--- src/rtl/bt_ac_pkg.sv ---
// Shared BR/EDR access-code constants and the transmit FSM state type.
`timescale 1ns/1ps
package bt_ac_pkg;

    localparam int unsigned PRE_LEN   = 4;
    localparam int unsigned SYNC_LEN  = 64;
    localparam int unsigned TRL_LEN   = 4;

    localparam int unsigned DLY_CNT_W = 8;
    localparam int unsigned BIT_CNT_W = 7;

    typedef enum logic [2:0] {
        AC_IDLE = 3'd0,
        AC_DLY  = 3'd1,
        AC_PRE  = 3'd2,
        AC_SYNC = 3'd3,
        AC_TRL  = 3'd4
    } ac_tx_state_t;

endpackage

--- src/rtl/access_code_tx.sv ---
// Access-code transmitter: after a programmable delay, serialises preamble,
// sync word and optional trailer LSB-first, one bit per 1 us strobe.
`timescale 1ns/1ps
module access_code_tx #(
    parameter int unsigned PRE_LEN  = bt_ac_pkg::PRE_LEN,
    parameter int unsigned SYNC_LEN = bt_ac_pkg::SYNC_LEN,
    parameter int unsigned TRL_LEN  = bt_ac_pkg::TRL_LEN
) (
    input  logic                clk_6M,
    input  logic                rstz,
    input  logic                p_1us,
    input  logic                tx_start_p,
    input  logic                abort_p,
    input  logic [SYNC_LEN-1:0] sync_word,
    input  logic                with_trailer,
    input  logic [7:0]          regi_txdly,
    output logic                tx_bit,
    output logic                tx_en,
    output logic                tx_busy,
    output logic                sync_end_p,
    output logic                ac_done_p
);
    import bt_ac_pkg::*;

    localparam logic [BIT_CNT_W-1:0] PRE_LAST  = BIT_CNT_W'(PRE_LEN - 1);
    localparam logic [BIT_CNT_W-1:0] SYNC_LAST = BIT_CNT_W'(SYNC_LEN - 1);
    localparam logic [BIT_CNT_W-1:0] TRL_LAST  = BIT_CNT_W'(TRL_LEN - 1);

    ac_tx_state_t               state, state_nxt;
    logic [DLY_CNT_W-1:0]       dly_cnt, dly_cnt_nxt;
    logic [BIT_CNT_W-1:0]       bit_cnt, bit_cnt_nxt;
    logic [SYNC_LEN-1:0]        shreg, shreg_nxt;
    logic                       trl_en, trl_en_nxt;
    logic                       bit_nxt, en_nxt, busy_nxt;
    logic                       sync_end_nxt, ac_done_nxt;
    logic                       raw_bit;

    // State and output registers
    always_ff @(posedge clk_6M or negedge rstz) begin
        if (!rstz) begin
            state      <= AC_IDLE;
            dly_cnt    <= '0;
            bit_cnt    <= '0;
            shreg      <= '0;
            trl_en     <= 1'b0;
            tx_bit     <= 1'b0;
            tx_en      <= 1'b0;
            tx_busy    <= 1'b0;
            sync_end_p <= 1'b0;
            ac_done_p  <= 1'b0;
        end else begin
            state      <= state_nxt;
            dly_cnt    <= dly_cnt_nxt;
            bit_cnt    <= bit_cnt_nxt;
            shreg      <= shreg_nxt;
            trl_en     <= trl_en_nxt;
            tx_bit     <= bit_nxt;
            tx_en      <= en_nxt;
            tx_busy    <= busy_nxt;
            sync_end_p <= sync_end_nxt;
            ac_done_p  <= ac_done_nxt;
        end
    end

    // Next state and next output values; bits only advance on p_1us
    always_comb begin
        state_nxt    = state;
        dly_cnt_nxt  = dly_cnt;
        bit_cnt_nxt  = bit_cnt;
        shreg_nxt    = shreg;
        trl_en_nxt   = trl_en;
        raw_bit      = tx_bit;
        en_nxt       = tx_en;
        sync_end_nxt = 1'b0;
        ac_done_nxt  = 1'b0;

        if (abort_p) begin
            state_nxt = AC_IDLE;
            en_nxt    = 1'b0;
        end else begin
            case (state)
                AC_IDLE: begin
                    if (tx_start_p) begin
                        shreg_nxt   = sync_word;
                        trl_en_nxt  = with_trailer;
                        dly_cnt_nxt = regi_txdly;
                        bit_cnt_nxt = '0;
                        state_nxt   = AC_DLY;
                    end
                end
                AC_DLY: begin
                    if (p_1us) begin
                        if (dly_cnt == '0) begin
                            state_nxt   = AC_PRE;
                            bit_cnt_nxt = '0;
                            en_nxt      = 1'b1;
                            raw_bit     = shreg[0];
                        end else begin
                            dly_cnt_nxt = dly_cnt - DLY_CNT_W'(1);
                        end
                    end
                end
                AC_PRE: begin
                    // Preamble alternates starting from s0: even bits s0, odd bits ~s0
                    if (p_1us) begin
                        if (bit_cnt == PRE_LAST) begin
                            state_nxt   = AC_SYNC;
                            bit_cnt_nxt = '0;
                            raw_bit     = shreg[0];
                        end else begin
                            bit_cnt_nxt = bit_cnt + BIT_CNT_W'(1);
                            raw_bit     = shreg[0] ^ ~bit_cnt[0];
                        end
                    end
                end
                AC_SYNC: begin
                    if (p_1us) begin
                        if (bit_cnt == SYNC_LAST) begin
                            sync_end_nxt = 1'b1;
                            if (trl_en) begin
                                // shreg[0] now holds s63; trailer starts with ~s63
                                state_nxt   = AC_TRL;
                                bit_cnt_nxt = '0;
                                raw_bit     = ~shreg[0];
                            end else begin
                                state_nxt   = AC_IDLE;
                                en_nxt      = 1'b0;
                                ac_done_nxt = 1'b1;
                            end
                        end else begin
                            shreg_nxt   = shreg >> 1;
                            raw_bit     = shreg[1];
                            bit_cnt_nxt = bit_cnt + BIT_CNT_W'(1);
                        end
                    end
                end
                AC_TRL: begin
                    if (p_1us) begin
                        if (bit_cnt == TRL_LAST) begin
                            state_nxt   = AC_IDLE;
                            en_nxt      = 1'b0;
                            ac_done_nxt = 1'b1;
                        end else begin
                            bit_cnt_nxt = bit_cnt + BIT_CNT_W'(1);
                            raw_bit     = shreg[0] ^ bit_cnt[0];
                        end
                    end
                end
                default: begin
                    state_nxt = AC_IDLE;
                    en_nxt    = 1'b0;
                end
            endcase
        end

        bit_nxt  = raw_bit & en_nxt;
        busy_nxt = (state_nxt != AC_IDLE);
    end

endmodule
--- config.mk ---
export PLATFORM = sky130hd
export DESIGN_NAME = access_code_tx
export DESIGN_NICKNAME = d
export VERILOG_FILES = /design/src/rtl/bt_ac_pkg.sv /design/src/rtl/access_code_tx.sv
export SDC_FILE = /design/constraint.sdc
export NUM_CORES = 1
export LEC_CHECK = 0
export CAP_MARGIN = 0
export CORE_MARGIN = 3
export CORE_UTILIZATION = 35
export DETAILED_ROUTE_END_ITERATION = 16
export GPL_ROUTABILITY_DRIVEN = 0
export PLACE_DENSITY_LB_ADDON = 0.08
export SETUP_SLACK_MARGIN = 0.2
export SYNTH_ARGS = -nofsm -noshare
export SYNTH_HDL_FRONTEND = slang
export SYNTH_SLANG_ARGS = --single-unit
--- constraint.sdc ---
create_clock -name clk_6M -period 3.15 [get_ports clk_6M]
set_clock_uncertainty 0.1 [all_clocks]
set_input_delay 0.7875 -clock clk_6M [delete_from_list [all_inputs] [get_ports clk_6M]]
set_output_delay 0.7875 -clock clk_6M [all_outputs]
set_load 0.05 [all_outputs]
==> key figures, run 1 <==
Place
  • IO Port Bufs: 82
  • Post-DP HPWL: 7240 um
  • Placed insts: 703
  • Placed cell area: 5570 sq um

Die
  • Core Region: 12700 sq um
  • Die width: 120 um
  • Site Rows: 41
  • Initial Util: 35.9%
  • Die extent in y: 120 um
  • I/O pins: 83
  • Die ar.: 14400 sq um

Worst setup path
  • Max FO, Critical Path: 17
  • Critical-path cell list: clkdlybuf4s50_1 -> or2_1 -> or4_1 -> a211o_1
  • Required time of the critical path: 3280 ps
  • Critical path class: input port to flop
  • Slowest stage cell, crit path: or4_1
  • CP max stage delay: 760 ps
  • Crit path DAT: about 2700 ps
  • R2r startpoint: dly_cnt[0]
  • Type of origin of the critical path: input port
  • Worst setup startpoint: abort_p
  • CP endpoint kind: flop

Clock network
  • Clock Latency Late Sink: 340 ps
  • Clock Tree Root: clkbuf_16
  • Clock-pin slew on the worst setup and hold paths: roughly 60 ps
  • TritonCTS Sinks: slightly below 90
  • Cts repair resizes: 0
  • CTS tree: built
  • Post-CTS setup buffer count: 0
  • CTS Hold Buffers Added: 0
  • CTS buffer count: 9
  • CTS max path bufs: 2
  • H-tree Lvls: 3

Finish
  • Finished Layout Cells: 719
  • Share of cells above drive strength 1: 6.76%
  • Layout area overhead: 28.8%
  • Final instance area: 5860 sq um
  • Final nets: 622
  • Diode count: 0
  • Fillers: 1251

Logic synthesis
  • Seq/Total Area, Yosys: 48.4%
  • Post-synthesis instance total: between 400 and 500
  • Ys flop type: dfrtp_1
  • Synthesized area: 4550 sq um
  • Yosys cell types: 54
  • Synthesis-stage register bit count: 88
  • Ys async rst share: 100%
  • Syn nets: 552
  • Synth warn: 0
  • Number of enable flip-flop cells after synthesis: 0
  • Synth Area per Inst: ~9.6 sq um

STA
  • Final period utilization: 82.3%
  • Final min period: 2590 ps
  • Worst slew pin tran: slightly above 800 ps
  • Setup tns final: 0 ps
  • Final Hold Fails: 0
  • Slew Viols, Final: 0
  • Max_slew headroom: 45.2%
  • Final Hold Slack: 315 ps
  • RSZ-0062 raised after global routing: no
  • Number of setup violations in the final report: 0
  • Fmax: 386 MHz

Power and ir drop
  • Pleak: 2.89 nW
  • Switching share of total power: 28.0%
  • Combinational power share: 17.5%
  • Sequential Power Share: a little under half
  • PD cells: 538 nW/um^2
  • Total Power: ~3.2 mW
  • NetSw: 0.883 mW
  • P_int: 2.27 mW
  • Worst ir drop on vdd: ~0.33 mV
  • Clock Power Share: 34.5%

GRT
  • Global-route usage over all layers: 15.5%
  • Pin count of the biggest net entering global routing: 67
  • First-pass GRT wire length: between 15000 and 20000 um
  • Grt ovf: 0
  • Initial antenna violation count: 0
  • Vias in the first global route: 3569

Job
  • Maxcap violations: 0

Drt
  • Vias: 3604
  • Via density: 5.01
  • Post-route ant nets: 0
  • Drt first pass iters: 4
  • Initial drt markers: 291
  • DR WL/cell: 14.7 um
  • DRC viols: 0
  • Routed wire length: approximately 11000 um

Hold path
  • HP Class: input port to asynchronous set/reset pin

Outcome
  • Outcome: finished, final reports clean
==> final timing paths <==
kind | endpoint | slack [ps] | cells after the start
worst min register to register | shreg[52] | 380 | 2
max in group asynchronous | shreg[27] | 2030 | 2
worst max register to register | dly_cnt[0] | 570 | 7
worst max-delay path | dly_cnt[0] | 560 | 4
min in group clk_6M | shreg[52] | 380 | 2
worst min-delay path | dly_cnt[2] | 320 | 1
==> area by class of cell <==
cell class	count	area (sq um)	share of cell area, %
tap	172	215	3.67
multi-input combinational	342	2170	37.1
timing repair buffer	91	936	16.0
sequential	88	2200	37.6
clock buffer	11	243	4.14
clock inverter	5	53.8	0.918
inverter	10	37.5	0.640
==> power by group through the flow <==
stage	logic (mW)	registers (mW)	clock network (mW)
after detailed placement	0.562	1.53	0
final	0.552	1.51	1.09
after floorplan	0.359	1.49	0
after global routing	0.635	1.55	1.18
after global placement	0.547	1.52	0
after CTS	0.562	1.51	1.13
==> layout by cell type (no fill, tap or decap), types with 2 or more instances in the layout <==
cell,synthesis,routed
clkdlybuf4s50_1,0,81
nor4_1,3,3
and3_1,2,2
or2_1,3,3
a211oi_1,2,2
a22oi_1,4,4
mux2_2,2,2
clkinv_2,0,3
clkbuf_16,0,9
or4_1,2,2
o21ai_1,11,11
a32o_1,2,2
ha_1,2,2
o211ai_1,5,5
nor3b_1,2,2
nor2b_1,3,3
a32oi_1,2,2
nor3_1,4,4
o21ai_0,75,75
nand2b_1,4,4
o2bb2ai_1,2,2
buf_4,2,6
buf_12,0,4
nand2_1,75,75
mux2i_1,65,65
nand4_1,2,2
a221o_1,2,2
nor2_1,28,28
inv_1,10,10
nand3_1,7,7
a21oi_1,7,7
nand3b_1,2,2
dfrtp_1,88,88
or3b_1,2,2
==> worst max-delay path: cells and delay by family <==
kind	cells	cell delay (ps)
AOI/OAI and AO/OA	1	370
and+or+nand+nor	2	1070
buffers and inverters	1	500
==> layer usage <==
layer  track usage, %  part of all wire, %
met1             19.7                   45
met2             24.1                   46
met3             6.03                  7.0
met4             5.23                  1.8
met5                0                    0
==> cell usage after synthesis, types with 4 or more instances <==
cell / n / area, sq um
dfrtp_1: 88 / 2200
nand2_1: 75 / 282
a21oi_1: 7 / 35.0
nor3_1: 4 / 20.0
o21ai_0: 75 / 375
buf_2: 13 / 65.1
inv_1: 10 / 37.5
nand3_1: 7 / 35.0
o21ai_1: 11 / 55.1
mux2i_1: 65 / 651
a22oi_1: 4 / 30.0
clkbuf_1: 15 / 56.3
nor2_1: 28 / 105
nand2b_1: 4 / 25.0
o211ai_1: 5 / 37.5
==> state kept, by name (all words and copies together) (netlist names) <==
signal	count
shreg	64
tx_bit	1
tx_busy	1
state	3
ac_done_p	1
sync_end_p	1
tx_en	1
bit_cnt	7
trl_en	1
dly_cnt	8
==> through the flow <==
| stage | utilization [%] | setup slack [ps] |
|---|---|---|
| floorplan | - | 944 |
| CTS | 46.3 | 566 |
| detailed placement | 43.9 | 203 |
| finish | 46.3 | 556 |
| global placement | 43.9 | 240 |
| global route | 46.3 | 447 |
==> cell families (layout without fill, tap and decap cells) <==
logic type / after synthesis / after routing / synth area share [%]
multiplexers: 67 / 67 / 14.8
buffers and inverters: 42 / 117 / 3.99
AO/OA/AOI/OAI: 126 / 126 / 16.9
adder cells (fa/ha/maj): 2 / 2 / 0.550
AND/OR/NAND/NOR: 147 / 147 / 15.4
flip-flops: 88 / 88 / 48.4
No activity file was read; power rests on OpenSTA's default activity.
==> run 2, diff against run 1 <==
- clock period: 3.15 -> 2.2 ns (I/O delays scaled with it)
==> run 2 against run 1 <==
Compared with the run above: the flow now finishes with violations (setup timing); die area unchanged; sequential cell count unchanged; clock-buffer cell count increased by 1; combinational power increased by 76%; clock power increased by 53%; sequential share of layout area decreased by 2.4 points; highest routed layer unchanged.
==> key figures, run 2 (same netlist as run 1, synthesis figures left out) <==
Die
  • Site Rows: 41
  • Die extent in y: between 100 and 150 um
  • Die ar.: 14400 sq um
  • Die width: 120 um
  • Core Region: 12700 sq um
  • Initial Util: 35.9%
  • I/O pins: between 80 and 90

GRT
  • First-pass GRT wire length: roughly 18000 um
  • Initial antenna violation count: 0
  • Grt ovf: 0
  • Pin count of the biggest net entering global routing: 67
  • Global-route usage over all layers: 15.7%
  • Vias in the first global route: between 3000 and 4000

Worst setup path
  • Max FO, Critical Path: 8
  • CP bufs+invs: 4
  • Slowest stage cell, crit path: or4_1
  • Type of origin of the critical path: flop
  • Crit path DAT: 2410 ps
  • CP delay by family, top: simple AND/OR/NAND/NOR gates
  • R2R depth: 9
  • CP max stage delay: ~480 ps
  • Most used cell, CP: buf_4
  • CP Depth: 9
  • Critical path class: flop to flop
  • Critical R2R Capture: dly_cnt[0]
  • Worst setup startpoint: dly_cnt[0]
  • Crit path to: dly_cnt[0]
  • Critical-path cell list: inv_1 -> ha_1 -> or4b_4 -> nor4b_4 -> buf_4 -> or4_1 -> buf_6 -> buf_4 -> a211o_1
  • R2r startpoint: dly_cnt[0]
  • Required time of the critical path: around 2300 ps
  • R2R Setup Slk: -80 ps
  • CP endpoint kind: flop

STA
  • Number of setup violations in the final report: 5
  • RSZ-0062 raised after global routing: yes
  • Final min period: 2280 ps
  • Max_slew headroom: 66.4%
  • Worst Slack Setup Final: -84.9 ps
  • Final period utilization: 104%
  • Setup tns final: -170 ps
  • Final Hold Fails: 0
  • Worst slew pin tran: between 400 and 500 ps
  • Slew Viols, Final: 0
  • Fmax: around 440 MHz

Place
  • Placed cell area: 5810 sq um
  • Post-DP HPWL: 7380 um
  • Placed insts: between 700 and 800
  • IO Port Bufs: slightly above 80

Clock network
  • Clock Tree Root: clkbuf_16
  • CTS buffer count: 9
  • Clock Latency Late Sink: 330 ps
  • CTS tree: built
  • Clock-pin slew on the worst setup and hold paths: 60 ps
  • TritonCTS Sinks: 88
  • CTS max path bufs: 2
  • H-tree Lvls: 3

Finish
  • Final nets: around 670
  • Largest register by flop count: shreg
  • Top Registers: shreg (64), dly_cnt (8), bit_cnt (7)
  • Most frequent standard cell in the layout excluding fill and tap cells: dfrtp_1
  • Diode count: 0
  • Final instance area: between 6000 and 7000 sq um
  • Most frequent cells in the layout: dfrtp_1 (88), clkdlybuf4s50_1 (76), nand2_1 (75)
  • Fillers: 1209
  • Max reg flops: 64
  • Layout area overhead: 37.6%
  • Finished Layout Cells: between 700 and 800
  • Share of cells above drive strength 1: 14.6%

Power and ir drop
  • Worst ir drop on vdd: 0.492 mV
  • Pleak: between 3 and 4 nW
  • Total Power: 4.78 mW
  • PD cells: 764 nW/um^2

Drt
  • Post-route ant nets: 0
  • Initial drt markers: 199
  • DR WL/cell: 14.2 um
  • DRC viols: 0
  • Vias: 3740
  • Routed wire length: about 11000 um
  • Via density: 4.91
  • Drt first pass iters: 4

Hold path
  • HP Class: flop to flop
  • WHS Path Cells: 2

Outcome
  • Failing checks: setup timing
  • Outcome: finished, violations left

Job
  • Maxcap violations: 0
==> run 2: cell type report <==
class                           count  area, sq um  area share, %
Clock buffer                       12          246           3.94
Clock inverter                      4         76.3           1.22
Inverter                           10         37.5          0.600
Multi-Input combinational cell    343         2220           35.5
Sequential cell                    88         2200           35.2
Tap cell                          172          215           3.44
Timing Repair Buffer              133         1260           20.2
==> run 2: stage by stage <==
step / hold WS [ps] / util (%) / setup slack, ps
3_5_place_dp: 365 / 45.8 / -220
6_report: 377 / 49.4 / -84.9
2_1_floorplan: 154 / - / 35.6
3_3_place_gp: 360 / 45.8 / -216
5_1_grt: 407 / 49.4 / -220
4_1_cts: 385 / 49.1 / -83.8
==> run 2: worst min-delay path: stages, from the launching register on <==
cell	delay (ps)
dfrtp_1	340
nand2_1	40
o21ai_0	60
==> run 2: power breakdown <==
part	internal, mW	switching (mW)	total (mW)	leakage (nW)
Clock	1.03	0.633	1.67	0.159
Sequential	1.94	0.209	2.15	1.11
Combinational	0.514	0.454	0.969	1.87
Total	3.49	1.30	4.78	3.14
==> run 2: timing repair <==
action | in CTS | in global routing
endpoints found under the setup margin | 21 | 21
gates cloned | 1 | 0
pin swaps | 5 | 6
gates resized for setup | 9 | 6
buffers inserted | 6 | 4
hold endpoints to repair | 10 | 0
hold buffers | 1 | 0
==> run 2: worst min path at each step <==
stage               startpoint         end  slack (ps)
floorplan                 rstz   ac_done_p         150
global placement          rstz  dly_cnt[2]         360
detailed placement        rstz  dly_cnt[3]         370
CTS                  shreg[17]   shreg[17]         390
global route         shreg[12]   shreg[12]         410
finish               shreg[17]   shreg[17]         380
==> run 2: metal layers <==
layer	part of all wire, %	wire (um)	GRT usage, %	up-vias
li1	-	-	-	1904
met1	45	4890	20.6	1737
met3	6.7	726	5.89	8
met2	47	5120	24.4	91
met5	0	0	0	-
met4	1.0	110	4.44	0
